## config.mk

```make
export PLATFORM = sky130hd
export DESIGN_NAME = barrel_shifter_flat
export DESIGN_NICKNAME = d
export VERILOG_FILES = /design/src/rtl/barrel_shifter_pkg.sv /design/src/rtl/barrel_shifter_if.sv /design/src/rtl/barrel_shifter_stage.sv /design/src/rtl/barrel_shifter.sv /design/src/flat_wrapper.sv
export SDC_FILE = /design/constraint.sdc
export NUM_CORES = 1
export LEC_CHECK = 0
export ABC_AREA = 1
export CAP_MARGIN = 20
export CORE_AREA = 2 2 39 41
export DETAILED_ROUTE_END_ITERATION = 7
export DIE_AREA = 0 0 41 43
export PLACE_DENSITY = 0.52
export SLEW_MARGIN = 20
export SYNTH_ARGS = -nofsm -noshare
export SYNTH_HDL_FRONTEND = slang
export SYNTH_SLANG_ARGS = --single-unit
```

## constraint.sdc

```tcl
create_clock -name clk -period 0.99 [get_ports clk]
set_input_delay 0.198 -clock clk [delete_from_list [all_inputs] [get_ports clk]]
set_output_delay 0.198 -clock clk [all_outputs]
set_load 0.1 [all_outputs]
```

## src/rtl/barrel_shifter_pkg.sv

```systemverilog
// Shared constants and a bit-by-bit reference function for the barrel shifter.
// Setting BARREL_SHIFTER_ARITH_EN enables arithmetic right shifts in the design.
package barrel_shifter_pkg;

    localparam logic DIR_RIGHT   = 1'b0;
    localparam logic DIR_LEFT    = 1'b1;
    localparam logic MODE_SHIFT  = 1'b0;
    localparam logic MODE_ROTATE = 1'b1;

    // Each output bit is located by its source index. This is independent of the mux cascade.
    function automatic logic [31:0] ref_result(input logic [31:0] data, input int width,
                                               input int amt, input logic dir,
                                               input logic rotate, input logic arith);
        logic [31:0] result;
        logic [31:0] tmp;
        logic        b;
        int          src;
        result = '0;
        for (int i = 0; i < width; i++) begin
            src = (dir == DIR_LEFT) ? i - amt : i + amt;
            if (rotate == MODE_ROTATE) src = ((src % width) + width) % width;
            if (src >= 0 && src < width) begin
                tmp = data >> src;
                b   = tmp[0];
            end else begin
                tmp = data >> (width - 1);
                b   = arith & (dir == DIR_RIGHT) & tmp[0];
            end
            result = result | (32'(b) << i);
        end
        return result;
    endfunction

endpackage

```

## src/rtl/barrel_shifter_if.sv

```systemverilog
// Operand and result bundle for the barrel shifter.
// The arith line exists only when BARREL_SHIFTER_ARITH_EN is defined.
interface barrel_shifter_if #(parameter int WIDTH = 4);
    import barrel_shifter_pkg::*;

    localparam int SHW = $clog2(WIDTH);

    logic             in_valid;
    logic [WIDTH-1:0] data_in;
    logic [SHW-1:0]   shift_amt;
    logic             dir;
    logic             rotate;
`ifdef BARREL_SHIFTER_ARITH_EN
    logic             arith;
`endif
    logic             out_valid;
    logic [WIDTH-1:0] data_out;

`ifdef BARREL_SHIFTER_ARITH_EN
    modport master (output in_valid, data_in, shift_amt, dir, rotate, arith,
                    input  out_valid, data_out);
    modport slave  (input  in_valid, data_in, shift_amt, dir, rotate, arith,
                    output out_valid, data_out);
`else
    modport master (output in_valid, data_in, shift_amt, dir, rotate,
                    input  out_valid, data_out);
    modport slave  (input  in_valid, data_in, shift_amt, dir, rotate,
                    output out_valid, data_out);
`endif

endinterface

```

## src/rtl/barrel_shifter_stage.sv

```systemverilog
// Single cascade stage: shifts or rotates by a fixed DIST when enabled, otherwise passes through.
// The arith input (sign fill on right shifts) exists only when BARREL_SHIFTER_ARITH_EN is defined.
module barrel_shifter_stage
    import barrel_shifter_pkg::*;
#(
    parameter int WIDTH = 4,
    parameter int DIST  = 1
) (
    input  logic [WIDTH-1:0] word_in,
    input  logic             en,
    input  logic             dir,
    input  logic             rotate,
`ifdef BARREL_SHIFTER_ARITH_EN
    input  logic             arith,
`endif
    output logic [WIDTH-1:0] word_out
);

    logic [DIST-1:0] fill;

    // The MSB stays the sign bit through every stage, so each stage can sign-fill on its own.
    always_comb begin
        fill = '0;
`ifdef BARREL_SHIFTER_ARITH_EN
        if (arith) fill = {DIST{word_in[WIDTH-1]}};
`endif
        word_out = word_in;
        if (en) begin
            if (dir == DIR_LEFT) begin
                if (rotate == MODE_ROTATE)
                    word_out = {word_in[WIDTH-DIST-1:0], word_in[WIDTH-1:WIDTH-DIST]};
                else
                    word_out = {word_in[WIDTH-DIST-1:0], {DIST{1'b0}}};
            end else begin
                if (rotate == MODE_ROTATE)
                    word_out = {word_in[DIST-1:0], word_in[WIDTH-1:DIST]};
                else
                    word_out = {fill, word_in[WIDTH-1:DIST]};
            end
        end
    end

endmodule

```

## src/rtl/barrel_shifter.sv

```systemverilog
// Logarithmic barrel shifter: one mux stage per bit of shift_amt, followed by the output register.
// Defining BARREL_SHIFTER_ARITH_EN adds arithmetic right shifts via the interface arith line.
module barrel_shifter
    import barrel_shifter_pkg::*;
#(
    parameter int WIDTH = 4
) (
    input  logic              clk,
    input  logic              rst,
    barrel_shifter_if.slave   bus
);

    localparam int SHW = $clog2(WIDTH);

    logic [WIDTH-1:0] stage_word [SHW+1];
    logic [WIDTH-1:0] data_out_d, data_out_q;
    logic             out_valid_d, out_valid_q;

    assign stage_word[0] = bus.data_in;

    for (genvar s = 0; s < SHW; s++) begin : g_stage
        barrel_shifter_stage #(
            .WIDTH (WIDTH),
            .DIST  (1 << s)
        ) u_stage (
            .word_in  (stage_word[s]),
            .en       (bus.shift_amt[s]),
            .dir      (bus.dir),
            .rotate   (bus.rotate),
`ifdef BARREL_SHIFTER_ARITH_EN
            .arith    (bus.arith),
`endif
            .word_out (stage_word[s+1])
        );
    end

    // data_out keeps its last result across invalid cycles. Only out_valid drops.
    always_comb begin
        out_valid_d = bus.in_valid;
        data_out_d  = data_out_q;
        if (bus.in_valid) data_out_d = stage_word[SHW];
    end

    always_ff @(posedge clk) begin
        if (rst) begin
            out_valid_q <= 1'b0;
            data_out_q  <= '0;
        end else begin
            out_valid_q <= out_valid_d;
            data_out_q  <= data_out_d;
        end
    end

    assign bus.out_valid = out_valid_q;
    assign bus.data_out  = data_out_q;

endmodule

```

## src/flat_wrapper.sv

```systemverilog
// flat-port wrapper written by rule: the top's interface ports become plain ports
module barrel_shifter_flat import barrel_shifter_pkg::*;
#(
    parameter int WIDTH = 4
)
  (clk, rst, bus_in_valid, bus_data_in, bus_shift_amt, bus_dir, bus_rotate, bus_out_valid, bus_data_out);
  barrel_shifter_if #(.WIDTH(WIDTH)) bus_i ();
  input  logic clk;
  input  logic rst;
  input wire logic [$bits(bus_i.in_valid)-1:0] bus_in_valid;
  input wire logic [$bits(bus_i.data_in)-1:0] bus_data_in;
  input wire logic [$bits(bus_i.shift_amt)-1:0] bus_shift_amt;
  input wire logic [$bits(bus_i.dir)-1:0] bus_dir;
  input wire logic [$bits(bus_i.rotate)-1:0] bus_rotate;
  output wire logic [$bits(bus_i.out_valid)-1:0] bus_out_valid;
  output wire logic [$bits(bus_i.data_out)-1:0] bus_data_out;
  assign bus_i.in_valid = bus_in_valid;
  assign bus_i.data_in = bus_data_in;
  assign bus_i.shift_amt = bus_shift_amt;
  assign bus_i.dir = bus_dir;
  assign bus_i.rotate = bus_rotate;
  assign bus_out_valid = bus_i.out_valid;
  assign bus_data_out = bus_i.data_out;
  barrel_shifter #(.WIDTH(WIDTH)) u_core (.clk(clk), .rst(rst), .bus(bus_i));
endmodule
```

# Word level (Yosys, flattened, before mapping)
# Cells that the tools add are included.
# Widths: inputs -> output; s select.
# classes
n_mux,8
# ops
op,n
$mux 4,6
$mux 2,1
$mux 1,1
# word_totals
output_inout_bits,5
elab_cells,10
input_bits,11
register_bits,5

# Longest topological paths before layout
# depth
depth_word,6
depth_mapped,7
depth_no_buf,7

# Hierarchy
# A second synthesis with hierarchy kept.
# unflattened
hier_cells,82
hier_area_um2,411.6
# by_module_without_submodules
mod,seq_area_each_um2,cells_per_inst,area_per_inst_um2,n_inst
barrel_shifter,100.1,29,207.7,1
barrel_shifter_stage (u_core.g_stage[0].u_stage),0.0,28,110.1,1
barrel_shifter_stage (u_core.g_stage[1].u_stage),0.0,25,93.8,1

# Worst setup path after synthesis
# Ideal clock, no wire load.
# synth_timing
path_type,flip-flop to flip-flop
start,"reg, netlist name u_core.bus.data_out[0]"
end,reg u_core.data_out_q[0] (netlist: u_core.bus.data_out[0])
arrival_ns,1.226
n_path_buf,0
required_ns,0.934
slack_ns,-0.292
stages_incl_launch_ff,5
path_cell_list,dfxtp_1 -> nor2_1 -> nor2_1 -> nand2_1 -> inv_1
# synth_lines
element,line_no,rtl
"end signal, assigned",barrel_shifter.sv:50,data_out_q <= data_out_d;
"end, declared",barrel_shifter.sv:16,"logic [WIDTH-1:0] data_out_d, data_out_q;"

# Worst setup path in the final report
# layout_timing
start,reg u_core.data_out_q[3] (netlist: u_core.bus.data_out[3])
end,out bus_data_out[3]
# layout_lines
element,line_no,rtl
"end, declared",flat_wrapper.sv:16,output wire logic [$bits(bus_i.data_out)-1:0] bus_data_out;
# No word-level cell between the ends.

==> run summary <==
RUN STATUS
---------------------------------------------------------------------------------
Outcome                                                                 completed

FLOORPLAN
---------------------------------------------------------------------------------
Area inside the core boundary                                            1384 um2
Starting density of the core                                               24.95%
Die Span X                                                                  41 um
Total I/O pin count                                                            16
Row Count                                                                      14
Die span in y                                                               43 um
Die area                                                                 1763 um2

PLACED DESIGN
---------------------------------------------------------------------------------
Half-perimeter wire length after detailed placement                      681.5 um
Buffers on Ports                                                               15
Global placer's final weighted congestion                                  0.7783
Post-place setup slack                                                  -454.5 ps
Placed Instances                                                               92

CLOCKING
---------------------------------------------------------------------------------
CTS buffer count                                                                3
Root buffer cell                                                         clkbuf_4
CTS tree                                                                     done
CTS Sinks                                                                       5
Number of buffers inserted by post-CTS setup repair                             0
Total number of H-tree levels                                                   1
Maximum root-to-sink buffer count                                               2
Clock latency reported for the late side of the worst-skew pair            240 ps
Clock-pin transition on the worst setup and hold timing paths               40 ps
Number of hold-repair buffers added at the cts stage                            0

GLOBAL ROUTING
---------------------------------------------------------------------------------
Initial antenna violation count                                                 0
Pin count of the biggest net entering global routing                           10
Number of global-route vias before repair                                     383
All-layer global routing usage                                             12.05%
Global-route wire length before repair                                    1462 um
GRT overflow                                                                    0

ROUTE
---------------------------------------------------------------------------------
Wire length per cell                                                     8.760 um
Antenna violation net count after detailed routing                              0
Detailed-router iteration count before antenna repair                           4
Post-route DRC                                                                  0
Total detailed-routing wirelength                                          841 um
Total vias in the final route                                                 423
Iter 0 DRT Violations                                                          11
Via count normalized by instance count                                      4.406

LOGIC SYNTHESIS
---------------------------------------------------------------------------------
Count of flip-flops with a built-in enable after synthesis                      0
Dominant register cell in the synthesized netlist                         dfxtp_1
Syn Nets                                                                       72
Post-Synthesis Cells                                                           61
Top cell types by occurrence after synthesis                         13 x nand2_1, 13 x nor2_1, 12 x nand3_1
Sequential element share of the synthesized area                           28.99%
Number of warnings printed during yosys synthesis                               0
Library cell occupying the most area in the post-synthesis netlist        dfxtp_1
Asr flop ratio synth                                                           0%
Unique cell type count in the Yosys netlist                                    13
Ranking of synthesized cells by area                                 dfxtp_1 29%, nand3_1 17%, nand2_1 14%, nor2_1 14%, inv_1 8.7%
Fraction of post-synthesis cell area in the top cell type by area          28.99%
Average instance area after synthesis                                   5.661 um2
Count of state elements after synthesis                                         5
Post-synthesis cell area                                                345.3 um2

FINAL LAYOUT
---------------------------------------------------------------------------------
Area added between synthesis and finish                                    77.54%
Non-filler cells in the finished layout                                        96
Core Util, Final                                                           44.30%
Final antenna diode count                                                       0
Final Net Count                                                                92
Share of post-route cells with drive strength above 1                      31.25%

STA
---------------------------------------------------------------------------------
Final worst path period share                                              96.65%
Minimum setup slack in the final design                                  33.14 ps
Hold WS                                                                  302.2 ps
Final setup skew                                                             0 ps
Final Setup Violations                                                          0
Maximum clock rate                                                      1.045 GHz
Slew at the pin closest to its max-slew limit                            284.1 ps
Fin Setup TNS                                                                0 ps
Final Hold Violating Endpoints                                                  0
Worst slew margin relative to its limit                                    81.03%
Unrepaired setup endpoints after global routing                                no
Max Transition Viols Final                                                      0
Shortest clock period the worst path allows after layout                 956.9 ps

PWR
---------------------------------------------------------------------------------
Static Leakage                                                       0.0003317 uW
Max IR drop VDD                                                           1132 uV
Power per standard cell area                                          1267 nW/um2

WORST SETUP PATH
---------------------------------------------------------------------------------
Maximum single-stage delay on the critical path                            340 ps
Arrival time at the worst endpoint                                         760 ps
Worst setup path category                                            register to output pin
Dominant delay contributor by cell family on the critical path         flip-flops
Required @ worst endpoint                                                  790 ps
Crit path launch type                                                    register
Crit path buffers/inverters                                                     1
Crit Path Max Fanout                                                            2
Critical Path End Type                                                 output pin
Crit-path slowest cell                                                    dfxtp_2
Crit-path cells                                                            buf_12

WORST HOLD PATH
---------------------------------------------------------------------------------
Worst hold path class                                                input port to register

FLOW RUN
---------------------------------------------------------------------------------
# Max-Cap Violations                                                            0

kinds of logic (layout without fill, tap and decap cells):
family | after synthesis | count (layout) | synth area share, %
DFF | 5 | 5 | 28.99
buffers and inverters | 10 | 29 | 11.23
and+or+nand+nor | 42 | 42 | 53.99
AOI/OAI and AO/OA | 4 | 4 | 5.797
per-layer routing:
metal	wire [um]	track usage, %	vias up	part of all wire, %
met5	0	0	-	0
met2	422	16.88	14	50
met1	364	15.43	177	43
met4	0	2.000	0	0
li1	-	-	232	-
met3	54	7.853	0	6.4
flip-flops by register name, indices dropped and copies added, names as in the netlist:
name                  flops
u_core.bus.data_out       4
u_core.bus.out_valid      1
area by class of cell:
type	count	area (um2)
fillers	150	770.7
well taps	16	20.02
repair buffers	16	203.9
inverters	9	33.78
flip-flops and latches	5	106.4
multi-input cells	46	222.7
clock buffers	4	26.28
metrics by stage:
step | cell area (um2) | total power, uW
global route | 613.1 | 827.0
global placement | 574.3 | 547.0
floorplan | 351.6 | 413.6
CTS | 599.3 | 791.4
finish | 613.1 | 776.6
detailed placement | 574.3 | 546.6
power breakdown:
group | total, uW | switching, uW | internal [uW]
clock | 236 | 83.6 | 152
sequential | 234 | 13.9 | 220
combinational | 306 | 188 | 119
path summary, 6_finish.rpt:
check | start | to | slack [ps] | cells after the start
worst max register to register | u_core.bus.data_out[0] | u_core.bus.data_out[0] | 330 | 4
worst max-delay path | u_core.bus.data_out[3] | bus_data_out[3] | 30 | 1
worst min register to register | u_core.bus.data_out[3] | u_core.bus.data_out[3] | 540 | 2
worst min-delay path | bus_shift_amt[1] | u_core.bus.data_out[3] | 300 | 4
cell usage in the layout, fill, tap and decap left out, types with 2 or more instances in the layout:
cell / Yosys / routed
nand2_1: 13 / 13
nand3_1: 12 / 12
nor2_1: 13 / 10
inv_1: 8 / 7
buf_12: 0 / 5
dfxtp_2: 0 / 5
dlymetal6s2s_1: 0 / 4
clkbuf_4: 0 / 3
dlygate4sd2_1: 0 / 3
o21ai_0: 2 / 2
inv_2: 1 / 2
nor2_2: 0 / 2
clkbuf_2: 0 / 2
what timing repair did:
| action | in CTS | in global routing |
|---|---|---|
| pin swaps | 0 | 2 |
| setup endpoints to repair | 4 | 4 |
| gates resized for setup | 8 | 11 |
Power figures use the tool's default switching activity.
